<file path="src/rtl/dz_rx_silo.sv">
// dz_rx_silo: receive silo for a multi-line DZ-style serial interface.
// A round-robin scanner moves characters from the line receivers into a shared
// FIFO tagged with line number and error flags; the FIFO head is presented as
// RBUF. Adds per-line receive enable, a silo-alarm threshold and a timeout.
module dz_rx_silo #(
    parameter int NLINES   = 8,
    parameter int DEPTH    = 64,
    parameter int SATHRESH = 16,
    parameter int TIMEOUT  = 0
) (
    input  logic                     clk,
    input  logic                     rst,
    input  logic                     clr,
    input  logic                     csrMSE,
    input  logic                     csrSAE,
    input  logic [NLINES-1:0]        rxENAB,
    input  logic [NLINES-1:0]        uartRXFULL,
    input  logic [NLINES-1:0]        uartRXFRME,
    input  logic [NLINES-1:0]        uartRXPARE,
    input  logic [NLINES*8-1:0]      uartRXDATA,
    output logic [NLINES-1:0]        uartRXCLR,
    input  logic                     rbufREAD,
    output logic                     rbufRDONE,
    output logic                     rbufSA,
    output logic [$clog2(DEPTH):0]   siloCOUNT,
    output logic [15:0]              regRBUF
);

    localparam int LW = $clog2(NLINES);
    localparam int AW = $clog2(DEPTH);
    localparam int EW = 11 + LW;
    localparam int SW = $clog2(SATHRESH + 1);
    localparam int TW = $clog2(TIMEOUT + 2);
    localparam logic [AW:0]   FULL_CNT = (AW + 1)'(DEPTH);
    localparam logic [SW-1:0] SA_MAX   = SW'(SATHRESH);
    localparam logic [TW-1:0] TO_MAX   = TW'(TIMEOUT);

    logic [LW-1:0] idx;
    logic [EW-1:0] mem [DEPTH];
    logic [AW-1:0] wr_ptr;
    logic [AW-1:0] rd_ptr;
    logic [AW:0]   count;
    logic          ovr;
    logic          rd_q;
    logic [SW-1:0] sa_cnt;
    logic [TW-1:0] tmr;
    logic [TW-1:0] tmr_nxt;
    logic          sa_q;

    logic          init;
    logic          hit;
    logic          wr_req;
    logic          pop;
    logic          pop_eff;
    logic          full;
    logic          empty;
    logic          wr_eff;
    logic          drop;
    logic [EW-1:0] entry;
    logic [EW-1:0] head;

    assign init    = rst | clr;
    assign full    = (count == FULL_CNT);
    assign empty   = (count == '0);
    assign hit     = !init && csrMSE && uartRXFULL[idx];
    assign wr_req  = hit && rxENAB[idx];
    // A bus read pops once, on the first cycle after rbufREAD drops.
    assign pop     = !init && rd_q && !rbufREAD;
    assign pop_eff = pop && !empty;
    // A pop in the same cycle frees the slot, so a write to a full silo still lands.
    assign wr_eff  = wr_req && (!full || pop_eff);
    assign drop    = wr_req && full && !pop_eff;
    assign entry   = {ovr, uartRXFRME[idx], uartRXPARE[idx], idx, uartRXDATA[idx*8 +: 8]};
    assign head    = mem[rd_ptr];

    assign rbufRDONE = !empty;
    assign rbufSA    = sa_q;
    assign siloCOUNT = count;

    // Receiver clear and RBUF formatting from the current scan slot and FIFO head.
    // NOTE: every output of a combinational block gets a default first, so no path leaves it unassigned and infers a latch.
    always_comb begin
        uartRXCLR = '0;
        if (hit) uartRXCLR[idx] = 1'b1;
        regRBUF = '0;
        if (!empty) begin
            regRBUF[15]       = 1'b1;
            regRBUF[14:12]    = head[EW-1 -: 3];
            regRBUF[LW+7:0]   = head[LW+7:0];
        end
    end

    // Scanner, FIFO pointers/occupancy and the sticky overrun flag.
    // NOTE: state registers use non-blocking assignment so every flop samples pre-edge values.
    always_ff @(posedge clk) begin
        if (init) begin
            idx    <= '0;
            wr_ptr <= '0;
            rd_ptr <= '0;
            count  <= '0;
            ovr    <= 1'b0;
            rd_q   <= 1'b0;
        end else begin
            rd_q <= rbufREAD;
            if (csrMSE) idx <= idx + 1'b1;
            if (wr_eff) wr_ptr <= wr_ptr + 1'b1;
            if (pop_eff) rd_ptr <= rd_ptr + 1'b1;
            if (wr_eff && !pop_eff)      count <= count + 1'b1;
            else if (!wr_eff && pop_eff) count <= count - 1'b1;
            if (wr_eff)    ovr <= 1'b0;
            else if (drop) ovr <= 1'b1;
        end
    end

    // FIFO storage.
    // NOTE: the data array is deliberately not reset; occupancy and pointers alone decide what is valid.
    always_ff @(posedge clk) begin
        if (wr_eff) mem[wr_ptr] <= entry;
    end

    // Next timeout count: runs while the alarm is enabled and data waits unread.
    always_comb begin
        tmr_nxt = tmr;
        if (!csrSAE || pop || empty) tmr_nxt = '0;
        else if (tmr != TO_MAX)      tmr_nxt = tmr + 1'b1;
    end

    // Silo alarm: write-count threshold and no-pop timeout, both gated by csrSAE.
    always_ff @(posedge clk) begin
        if (init || !csrSAE || pop) begin
            sa_cnt <= '0;
            tmr    <= '0;
            sa_q   <= 1'b0;
        end else begin
            tmr <= tmr_nxt;
            if (wr_eff && sa_cnt != SA_MAX) sa_cnt <= sa_cnt + 1'b1;
            if (sa_cnt == SA_MAX || (TIMEOUT > 0 && tmr_nxt == TO_MAX)) sa_q <= 1'b1;
        end
    end

endmodule

</file>
<file path="config.mk">
export PLATFORM = sky130hd
export DESIGN_NAME = dz_rx_silo
export DESIGN_NICKNAME = d
export VERILOG_FILES = /design/src/rtl/dz_rx_silo.sv
export SDC_FILE = /design/constraint.sdc
export NUM_CORES = 1
export LEC_CHECK = 0
export ABC_CLOCK_PERIOD_IN_PS = 6750
export BUFFER_PORTS_ARGS = -buffer_cell sky130_fd_sc_hd__buf_2
export CAP_MARGIN = 20
export CORE_ASPECT_RATIO = 0.5
export CORE_MARGIN = 4
export CORE_UTILIZATION = 58
export DETAILED_ROUTE_END_ITERATION = 7
export PLACE_DENSITY_LB_ADDON = 0.15
export SYNTH_ARGS = -nofsm -noshare
export SYNTH_HDL_FRONTEND = slang
export SYNTH_SLANG_ARGS = --single-unit
</file>
<file path="constraint.sdc">
create_clock -name clk -period 6.75 [get_ports clk]
set_clock_uncertainty 0.2 [all_clocks]
set_input_delay 0 -clock clk [delete_from_list [all_inputs] [get_ports clk]]
set_output_delay 0 -clock clk [all_outputs]
set_load 0.03 [all_outputs]
</file>
# After elaboration in Yosys (flattened, before gate mapping)
# Memories as Yosys holds them, arrays and structs flattened. A register that Yosys moved wholly into a read port is not among the register bits.
# Cells that the tools add are included.
word_totals:
  in_bits: 102
  elab_cells: 67
  reg_bits: 30
  mem_count: 1
  ramBits: 896
mem_list:
  columns: ["memory", "words", "word_bits", "read_ports", "rd_clocked_by_memory_dff", "wr", "line", "text"]
  rows:
  - ["mem", 64, 14, 1, 1, 1, "39", "logic [EW-1:0] mem [DEPTH];"]
op_classes:
  bitwise: 1
  shifts: 1
  n_reduce_logical: 26
  n_addsub: 6
  n_eq_ne: 3
  n_lt_le_gt_ge: 2
  muxes: 19
ops:
  columns: ["operator", "count"]
  rows:
  - ["$shiftx 64x7->8", 1]
  - ["$mux 7", 2]
  - ["$logic_and 1x1->1", 13]
  - ["$add 6x1->6 const B", 2]
  - ["$bmux 1 s3", 4]
  - ["$mux 6", 2]
  - ["$mux 11", 1]
  - ["$mux 8", 1]
  - ["$add 7x1->7 const B", 1]
  - ["$eq 7x7->1 const B", 1]
  - ["$logic_not 1->1", 7]
  - ["$logic_not 7->1", 1]
  - ["$mux 1", 7]
  - ["$sub 7x1->7 const B", 1]
  - ["$add 5x1->5 const B", 1]
  - ["$eq 5x5->1 const B", 1]
  - ["$ne 5x5->1 const B", 1]
  - ["$lt 3x4->1 const B", 1]
  - ["$mux 4", 1]
  - ["$add 3x1->3 const B", 1]
  - ["$demux 1 s3", 1]
  - ["$ge 3x1->1 const B", 1]
  - ["$logic_or 1x1->1", 3]
  - ["$reduce_bool 2->1", 1]
  - ["other kinds (2)", 2]

# Longest topological paths before layout
logic_depth:
  word_depth: 11
  mapped_depth: 16

# Least setup slack after synthesis
# Ideal clock, no wire load.
synth_timing:
  kind: "reg2reg"
  startpoint: "register idx[0]"
  endpoint: "memory mem[0][4] (netlist bit), data pin"
  path_slack_ns: 1.735
  path_stages_with_launch: 7
  period_less_slack_ns: 5.015
  arrival_ns: 4.248
  t_required_ns: 5.983
  cell_sequence: "dfxtp_1 > buf_4 > buf_2 > clkbuf_1 > buf_1 > a31oi_1 > o221ai_1"
synth_via:
  elab_chain_len: 1
synth_rtl:
  columns: ["element", "line", "text"]
  rows:
  - ["from (decl)", "38", "logic [LW-1:0] idx;"]
  - ["from (signal assigned)", "105", "if (csrMSE) idx <= idx + 1'b1;"]
  - ["$shiftx 64x7->8", "73", "assign entry = {ovr, uartRXFRME[idx], uartRXPARE[idx], idx, uartRXDATA[idx*8 +: 8]};"]
  - ["net entry[4]", "59", "logic [EW-1:0] entry;"]
  - ["to (decl)", "39", null]
# The timed path passes the listed nets, and every way through them passes these cells.

==> impl_metrics.tcl <==
set metrics [dict create \
    numPortBuffers 133 \
    r2r_end "siloCOUNT[6]" \
    fin_crit_ns 4.62 \
    cts_max_level 3 \
    cts_sinks 932 \
    yosysSeqAreaShare_pct 75.0 \
    relSlewSlack_pct 22.7 \
    wl_per_cell_microns 31.6 \
    synth_edf_count 896 \
    synthMuxAreaShare_pct 16.0 \
    fin_ws_ns 2.13 \
    whs_ns 0.0373 \
    drtAntennaViolNets 0 \
    grt_util_all_layers_pct 27.5 \
    cts_max_path_buffers 3 \
    syn_avg_cell_area_sq_um 20.6 \
    synth_top_area_share_pct 73.1 \
    path_clk_slew_ns 0.07 \
    syn_nets 1903 \
    holdPathEnd "ovr" \
    p_per_area_nw_per_um2 261 \
    clock_latency_ns 0.60 \
    first_pass_iters 6 \
    grt_pass1_wl_microns 132000 \
    r2r_slack_ns 2.14 \
    vias 19417 \
    wl_microns 91400 \
    max_cap_violations 0 \
    synth-compound-area-share_pct 3.64 \
    drive_above_1_share_pct 30.2 \
    gp_congestion 0.907 \
    grt_max_degree 88 \
    rsz0062_at_grt "no" \
    synthTopCellsByArea "edfxtp_1, mux4_2, dfxtp_1" \
    synth_async_sr_flop_share_pct 0 \
    nets 2123 \
    numCtsBuffers 78 \
    antenna_found_initial 2 \
    worstSetupStartpointType "flop" \
    hold_class "input pin to flop" \
    ff2ff_path_depth 13 \
    min_path_cells 5 \
    cp_max_fo 87 \
    synth-xor-area-share_pct 0.262 \
    crit_chain "buf_12, mux4_2, a22o_1, a221oi_1, o221ai_1, buf_2" \
    cts_root_buf "clkbuf_16" \
    path_buf_inv 2 \
    hold_viol 0 \
    io_pins 135 \
    dp_slack_ns 2.02 \
    utilization_pct 66.9 \
    netlist_instances 1789 \
    final-setup-viol-count 0 \
    rows 64 \
    worst_pin_slew_ns 1.15 \
    ys_types 61 \
    synth_top_flop_cell "edfxtp_1" \
    yosysWarnings 0 \
    setup.worst_path.end_class "primary output" \
    die_y_microns 186 \
    rr_startpoint "idx[0]" \
    slowest_stage "dfxtp_4" \
    synth_top_cell_by_area "edfxtp_1" \
    die_w_microns 364 \
    slowest_delay_ns 0.86 \
    critical_path_required_ns 6.55 \
    dpl.hpwl_microns 56000 \
    peakVddDrop_uv 177 \
    dr.first_iter.drc_count 3180 \
    outcome "finished clean" \
    synth_fa_ha_area_share_pct 0.428 \
    syn2layout_area_growth_pct 12.6 \
    synthSimpleGateAreaFrac_pct 3.21 \
    critPathArrivalTime_ns 4.42 \
    grt_pass1_vias 18836 \
    drcViolationCount 0 \
    initial_utilization_pct 59.4 \
    post_cts_buffers 0 \
    dieArea_sq_um 67800 \
    synth_top_family_by_area "multiplexers" \
    max_freq_mhz 216 \
    core-area_sq_um 62000 \
    ys_ff_latch 932 \
    netlist_area_sq_um 36800 \
    routed_via_density 6.72 \
    fin_setup_tns_ns 0 \
    path_class "flop to primary output" \
    cpLargestDelayFamily "compound AO/OA/AOI/OAI gates" \
    leakagePower_nw 13.2 \
    drv_slew 0 \
    hp-start "rxENAB[3]" \
    grt_overflow 0 \
    cts_tree "done" \
    period_share_pct 68.5 \
]
[layout by cell type, fill, tap and decap left out, drive strengths merged, types with 8 or more instances in the layout]
| master | instances |
|---|---|
| inv | 13 |
| nand3 | 14 |
| dfxtp | 36 |
| edfxtp | 896 |
| nor3 | 18 |
| clkinv | 29 |
| o21ai | 21 |
| clkbuf | 98 |
| mux2i | 33 |
| o22ai | 28 |
| nor2 | 96 |
| buf | 232 |
| o221ai | 14 |
| ha | 11 |
| a21oi | 28 |
| a221oi | 16 |
| mux2 | 15 |
| or4 | 9 |
| mux4 | 240 |
| a22oi | 23 |
| or3 | 8 |
| nor4 | 13 |
| dlygate4sd3 | 14 |
| nand2 | 36 |
| a22o | 19 |
[registers in the layout (all words and copies together), names as in the netlist, named ones only]
signal     cells
idx            3
rd_ptr         6
mem          896
sa_cnt         5
rbufSA         1
ovr            1
rd_q           1
siloCOUNT      7
wr_ptr         6
[final cells by class]
type | instances | area (sq um)
tap | 825 | 1030
inverter | 12 | 45.0
timing repair buffer | 246 | 1630
clock buffer | 98 | 2050
clock inverter | 35 | 218
antenna | 3 | 7.51
sequential | 932 | 27600
multi-input combinational | 739 | 8840
fill | 4047 | 20500
[where the power goes]
group / switching [mW] / total, mW / internal, mW
clock network: 1.96 / 4.19 / 2.22
registers: 0.00775 / 6.37 / 6.36
logic: 0.198 / 0.270 / 0.0716
total: 2.17 / 10.8 / 8.66
[logic make-up (layout without fill, tap and decap cells)]
| group | count (synthesis) | count (layout) |
|---|---|---|
| other | 1 | 4 |
| xor gates and xnor gates | 11 | 11 |
| adders and majority gates | 12 | 12 |
| AOI/OAI and AO/OA | 189 | 189 |
| and+or+nand+nor | 238 | 238 |
| DFF | 932 | 932 |
| muxes | 288 | 288 |
| buffers and inverters | 118 | 391 |
[repair_timing]
item,CTS,global route
hold buffers,14,0
hold endpoints to repair,35,0
resized for setup,0,0
[worst max path at each step]
stage	slack, ns	startpoint	to	cells past startpoint
detailed placement	2.02	idx[0]	mem[36][4]	5
CTS	2.06	idx[0]	mem[36][10]	5
global route	1.84	idx[0]	siloCOUNT[6]	13
finish	2.13	flop	regRBUF[7]	6
global placement	2.17	idx[0]	mem[6][10]	5
floorplan	1.74	idx[0]	mem[0][4]	6
[synthesized netlist by cell type, types with 7 or more instances]
library cell  number
mux2_2            14
nand3_1           14
nor2_1            96
dfxtp_1           36
buf_1             19
a22oi_1           23
a31oi_1            7
o21ai_0           21
mux4_2           240
edfxtp_1         896
or4_1              8
mux2i_1           33
a22o_1            19
inv_1             11
o22ai_1           28
a21oi_1           28
nor3_1            18
ha_1              11
o221ai_1          14
clkbuf_1          51
buf_2             26
buf_4              9
nand2_1           36
a221oi_1          16
o31ai_1            7
nand2b_1           7
or3_1              8
nor4_1            12
nand3b_1           7
[routing by layer]
metal,vias to the layer above,GRT usage [%],wire length (microns)
met2,1135,39.1,40300
met4,0,6.43,1870
met3,132,7.61,11400
li1,7966,-,-
met1,10184,43.4,37800
met5,-,0,0
[stage by stage]
stage	area [sq um]	power, mW	cells
floorplan	36800	6.62	1789
global placement	38900	6.75	2728
detailed placement	39000	6.76	2733
CTS	41400	10.9	2880
global route	41500	11.1	2887
finish	41500	10.8	2890
[worst register-to-register path, stage by stage (launching register included)]
cell and delay (ns):
dfxtp_4 0.65, buf_4 0.70, a21oi_1 0.21, nor4_2 0.58
nand2_1 0.23, inv_1 0.10, ha_1 0.21, inv_1 0.16
fa_1 0.44, a21o_1 0.19, a21oi_1 0.28, o21ai_0 0.13
nand4_1 0.10, mux2_2 0.33
No activity file was read; power rests on OpenSTA's default activity.
